--- config.mk ---
export PLATFORM = sky130hd
export DESIGN_NAME = rtds_tx_framer
export DESIGN_NICKNAME = d
export VERILOG_FILES = /design/src/rtl/rtds_tx_framer.sv
export SDC_FILE = /design/constraint.sdc
export NUM_CORES = 2
export LEC_CHECK = 0
export ABC_AREA = 1
export ABC_CLOCK_PERIOD_IN_PS = 4400
export BUFFER_PORTS_ARGS = -buffer_cell sky130_fd_sc_hd__buf_2
export CAP_MARGIN = 20
export CORE_MARGIN = 2
export CORE_UTILIZATION = 45
export CTS_CLUSTER_DIAMETER = 60
export DETAILED_ROUTE_END_ITERATION = 7
export GPL_TIMING_DRIVEN = 0
export PLACE_DENSITY = 0.59
export SLEW_MARGIN = 20
export SYNTH_ARGS = -nofsm -noshare
export SYNTH_HDL_FRONTEND = slang
export SYNTH_SLANG_ARGS = --single-unit
export TNS_END_PERCENT = 10
--- constraint.sdc ---
create_clock -name m_axis_aclk -period 4.4 [get_ports m_axis_aclk]
set_clock_uncertainty 0.15 [all_clocks]
set_input_delay 0.88 -clock m_axis_aclk [delete_from_list [all_inputs] [get_ports m_axis_aclk]]
set_output_delay 0.88 -clock m_axis_aclk [all_outputs]
set_load 0.01 [all_outputs]
--- src/rtl/rtds_tx_framer.sv ---
// Transmit framer for the Aurora link to RTDS: a local frame buffer that is
// streamed out as an AXI-Stream master on each accepted trigger.
//
// state | meaning
// ------+---------------------------------------------------------------
// IDLE  | waiting for a trigger with a non-zero frame length
// SEND  | presenting buffer words on m_axis, advancing on each handshake
// GAP   | inter-frame idle, down-counting IFG_CYCLES before the next trigger
module rtds_tx_framer #(
  parameter int DATA_WIDTH = 32,
  parameter int ADDR_WIDTH = 6,
  parameter int IFG_CYCLES = 4
) (
  input  logic                  m_axis_aclk,
  input  logic                  m_axis_aresetn,
  input  logic                  wr_en,
  input  logic [ADDR_WIDTH-1:0] wr_addr,
  input  logic [DATA_WIDTH-1:0] wr_data,
  input  logic [ADDR_WIDTH:0]   ctrl_num_words,
  input  logic                  tx_trigger,
  output logic                  m_axis_tvalid,
  output logic [DATA_WIDTH-1:0] m_axis_tdata,
  output logic                  m_axis_tlast,
  input  logic                  m_axis_tready,
  output logic                  busy,
  output logic [31:0]           stat_cnt_pkts_out,
  output logic [15:0]           stat_cnt_trig_drop
);

  localparam int MAX_WORDS = 2 ** ADDR_WIDTH;
  localparam logic [ADDR_WIDTH:0] MAX_LEN = {1'b1, {ADDR_WIDTH{1'b0}}};
  localparam int GAP_W = $clog2(IFG_CYCLES + 2);

  typedef enum logic [1:0] {
    IDLE = 2'd0,
    SEND = 2'd1,
    GAP  = 2'd2
  } state_t;

  state_t              state;
  logic [DATA_WIDTH-1:0] mem [MAX_WORDS];
  logic [ADDR_WIDTH:0]   len;
  logic [ADDR_WIDTH:0]   rd_ptr;
  logic [GAP_W-1:0]      gap_cnt;
  logic [ADDR_WIDTH:0]   num_clamped;
  logic                  trig_dropped;

  // Buffer is deliberately outside the reset domain so contents survive a reset.
  always_ff @(posedge m_axis_aclk) begin
    if (wr_en) mem[wr_addr] <= wr_data;
  end

  assign num_clamped  = (ctrl_num_words > MAX_LEN) ? MAX_LEN : ctrl_num_words;
  assign trig_dropped = tx_trigger && ((state != IDLE) || (num_clamped == '0));
  assign busy         = (state != IDLE);

  always_ff @(posedge m_axis_aclk or negedge m_axis_aresetn) begin
    if (!m_axis_aresetn) begin
      state              <= IDLE;
      len                <= '0;
      rd_ptr             <= '0;
      gap_cnt            <= '0;
      m_axis_tvalid      <= 1'b0;
      m_axis_tdata       <= '0;
      m_axis_tlast       <= 1'b0;
      stat_cnt_pkts_out  <= '0;
      stat_cnt_trig_drop <= '0;
    end else begin
      if (trig_dropped && (stat_cnt_trig_drop != 16'hFFFF))
        stat_cnt_trig_drop <= stat_cnt_trig_drop + 16'd1;

      case (state)
        IDLE: begin
          if (tx_trigger && (num_clamped != '0)) begin
            len           <= num_clamped;
            rd_ptr        <= {{ADDR_WIDTH{1'b0}}, 1'b1};
            m_axis_tdata  <= mem[0];
            m_axis_tvalid <= 1'b1;
            m_axis_tlast  <= (num_clamped == {{ADDR_WIDTH{1'b0}}, 1'b1});
            state         <= SEND;
          end
        end

        SEND: begin
          if (m_axis_tvalid && m_axis_tready) begin
            if (m_axis_tlast) begin
              m_axis_tvalid     <= 1'b0;
              m_axis_tlast      <= 1'b0;
              stat_cnt_pkts_out <= stat_cnt_pkts_out + 32'd1;
              gap_cnt           <= GAP_W'(IFG_CYCLES);
              state             <= (IFG_CYCLES == 0) ? IDLE : GAP;
            end else begin
              // Asynchronous read here lets late writes to upcoming words land in this frame.
              m_axis_tdata <= mem[rd_ptr[ADDR_WIDTH-1:0]];
              rd_ptr       <= rd_ptr + 1'b1;
              m_axis_tlast <= (rd_ptr == (len - 1'b1));
            end
          end
        end

        GAP: begin
          if (gap_cnt == GAP_W'(1)) state <= IDLE;
          else                      gap_cnt <= gap_cnt - 1'b1;
        end

        default: state <= IDLE;
      endcase
    end
  end

endmodule

==> flow_metrics.py <==
metrics = {
    "outcome": {
        "status": "finished, final reports clean",
    },
    "place": {
        "dp_hpwl_mm": 247,
        "portBuffers": 131,
        "dpl_cell_area_um2": 98100,
        "pre_cts_ws_ns": 0.309,
        "gp_congestion": 0.992,
    },
    "synthesis": {
        "syn_area_per_cell_um2": 10.8,
        "synth_seq_area_share_pct": 70.6,
        "synth_async_sr_flop_share_pct": 4.70,
        "post_synth_num_cell_types": 36,
        "ys_ff_latch": 2149,
        "synth_cells": 8364,
        "synthesis.nets": 8420,
        "synth-edff-count": 2048,
        "synthFlopType": "edfxtp_1",
        "synth_area_um2": 90600,
        "yosysWarnings": 0,
    },
    "clock_network": {
        "insertion_delay_ns": 0.93,
        "post_cts_buffers": 0,
        "numCtsBuffers": 220,
        "cts_tree": "built",
        "htreeDepth": 4,
        "numClockSinks": 2149,
        "cts-root-buf": "clkbuf_16",
        "cts_resized": 0,
        "clockBufferDepth": 3,
        "clk_pin_slew_ns": 0.07,
    },
    "timing": {
        "slew_viol_final": 0,
        "fin_crit_sh_pct": 98.3,
        "setup_violations": 0,
        "fin_tns_setup_ns": 0,
        "max_slew_margin_pct": 14.8,
        "timing.final.crit_period_ns": 4.33,
        "final-hold-violation-count": 0,
        "worst_slew_pin_slew_ns": 1.28,
        "fin_ws_ns": 0.0732,
        "fmax_mhz": 231,
        "rsz0062_at_grt": "false",
    },
    "worst_setup_path": {
        "path_max_fanout": 10,
        "critical_path.top_delay_family": "simple AND/OR/NAND/NOR gates",
        "slowest_stage": "nor2_1",
        "r2r-start": "rd_ptr[3]",
        "crit_top_cell": "nand2_1",
        "cp.required_ns": 5.08,
        "critical_path_arrival_ns": 5.01,
        "cp-start-kind": "flip-flop",
        "path_class": "flip-flop to flip-flop",
        "critPathBufInv": 3,
        "cpPeakStageDelay_ns": 0.80,
        "crit_chain": "inv_1, nor2_1, clkinv_1, clkbuf_1, a21oi_1, nor2_1, nand2_1, nand3_1, nand3_1, nand2_1, nand2_1",
        "end_kind": "flip-flop",
        "startpoint": "rd_ptr[3]",
    },
    "global_route": {
        "antenna_found_initial": 28,
        "gr-total-overflow": 0,
        "grt_max_degree": 65,
        "grtUsageMet2_pct": 49.1,
        "track_usage_pct": 33.4,
        "grt_pass1_wl_mm": 475,
        "use_met1_pct": 46.1,
        "top_usage_layer": "met2",
        "grt_use_met3_pct": 6.70,
        "grt_pass1_vias": 61600,
    },
    "detailed_routing": {
        "num_vias": 66900,
        "drt_iter0_drc": 10600,
        "ant_nets": 0,
        "drcViolationCount": 0,
        "routed_wl_mm": 346,
        "drt_pass1_iterations": 6,
        "wl_per_cell_um": 29.6,
        "vias_per_cell": 5.72,
    },
    "finish": {
        "final_net_count": 8894,
        "drive_above_1_share_pct": 10.1,
        "utilization_pct": 52.8,
        "area_growth_pct": 16.3,
        "final_cell_area_um2": 105000,
    },
    "min_path": {
        "hp-start": "ctrl_num_words[0]",
        "worstHoldPathType": "input port to flip-flop",
    },
    "die": {
        "fp.coreArea_um2": 200000,
        "die_x_um": 453,
        "die-area_um2": 205000,
        "num_rows": 164,
        "die_h_um": 453,
        "top_level_ports": 133,
        "initial_utilization_pct": 45.3,
    },
    "job": {
        "timing.max_cap.violations": 0,
    },
    "pwr": {
        "p_leak_nw": 41.4,
        "peakVddDrop_mv": 0.451,
        "power_density_nw_per_um2": 651,
    },
}
==> through the flow <==
stage | std cells | power, mW | hold slack, ns
after floorplan | 8364 | 36.5 | 0.302
after global placement | 11200 | 48.6 | 0.311
after detailed placement | 11300 | 48.9 | 0.311
after CTS | 11700 | 67.7 | 0.0824
after global routing | 11700 | 70.4 | 0.131
final | 11700 | 68.7 | 0.122
==> kinds of logic after synthesis <==
family	count (synthesis)	share of synthesized area, %
adders and majority gates	6	0.0828
and+or+nand+nor	4111	18.3
DFF	2149	70.6
xor gates and xnor gates	57	0.566
buffers and inverters	1319	6.11
AOI/OAI and AO/OA	722	4.27
==> report_power, final <==
| part | switching (mW) | internal [mW] | total [mW] |
|---|---|---|---|
| combinational | 20.4 | 6.10 | 26.5 |
| clock | 8.32 | 10.8 | 19.1 |
| sequential | 0.271 | 22.8 | 23.1 |
==> registers in the layout (all words and copies together) (netlist names) <==
| signal | flops |
|---|---|
| gap_cnt | 3 |
| len | 7 |
| m_axis_tdata | 32 |
| m_axis_tlast | 1 |
| m_axis_tvalid | 1 |
| mem | 2048 |
| rd_ptr | 7 |
| stat_cnt_pkts_out | 32 |
| stat_cnt_trig_drop | 16 |
| state | 2 |
==> tightest hold or removal path: stages <==
cell	delay [ns]
buf_2	0.12
nand3_1	0.07
o21ai_0	0.08
==> layout by cell type, fill, tap and decap left out, types with 6 or more instances in the layout <==
| master | n |
|---|---|
| nand2_1 | 2347 |
| edfxtp_1 | 2048 |
| inv_1 | 870 |
| nor2_1 | 820 |
| nand3_1 | 805 |
| o21ai_0 | 343 |
| buf_2 | 275 |
| clkbuf_16 | 220 |
| clkbuf_1 | 179 |
| a21oi_1 | 150 |
| o21ai_1 | 124 |
| dfrtp_1 | 101 |
| o211ai_1 | 99 |
| buf_4 | 85 |
| buf_16 | 70 |
| nor2_4 | 65 |
| buf_1 | 55 |
| clkinv_1 | 50 |
| buf_12 | 48 |
| clkinv_2 | 43 |
| xor2_1 | 38 |
| nor3_1 | 25 |
| bufinv_16 | 25 |
| buf_6 | 23 |
| xnor2_1 | 18 |
| nand4_1 | 14 |
| diode_2 | 13 |
| and3_1 | 12 |
| or2_2 | 9 |
| clkinvlp_4 | 9 |
| ha_1 | 6 |
==> path summary, 6_finish.rpt <==
kind,to,slack (ns),depth (start not counted)
worst min-delay path,len[0],0.12,3
max in group asynchronous,m_axis_tdata[20],3.03,3
worst max-delay path,m_axis_tdata[15],0.07,11
worst max register to register,m_axis_tdata[15],0.07,11
worst min register to register,m_axis_tdata[15],0.32,2
min in group asynchronous,m_axis_tvalid,0.33,2
==> area by class of cell <==
cell class | instances | area (µm²)
fillers | 17400 | 94400
flip-flops and latches | 2149 | 64000
multi-input cells | 4896 | 21500
clock buffers | 272 | 5750
repair buffers | 252 | 3660
well taps | 2656 | 3320
inverters | 877 | 3290
plain buffers | 442 | 2260
clock inverters | 144 | 1550
diodes | 13 | 32.5
==> repair_timing <==
item / 4_1_cts / 5_1_grt
hold endpoints to repair: 49 / 0
hold buffers: 1 / 0
endpoints found under the setup margin: 0 / 0
==> metal layers <==
layer,part of all wire [%],vias to the layer above
met5,0.034,-
met3,12,778
met4,6.7,16
li1,-,28900
met1,38,32800
met2,43,4387
==> synth_stat cells, types with 3 or more instances <==
cell type,n,area [µm²]
a21oi_1,150,751
and3_1,12,75.1
buf_1,58,218
buf_2,174,871
buf_4,53,398
buf_6,20,225
clkbuf_1,135,507
clkinv_1,4,15.0
dfrtp_1,101,2530
edfxtp_1,2048,61500
ha_1,6,75.1
inv_1,870,3270
inv_2,3,11.3
nand2_1,2347,8810
nand3_1,805,4030
nand3b_1,4,30.0
nand4_1,14,87.6
nor2_1,884,3320
nor3_1,25,125
nor4_1,4,25.0
o211ai_1,99,743
o21ai_0,343,1720
o21ai_1,124,621
o22ai_1,3,18.8
or2_2,9,56.3
xnor2_1,18,158
xor2_1,38,333
Power figures use the tool's default switching activity.
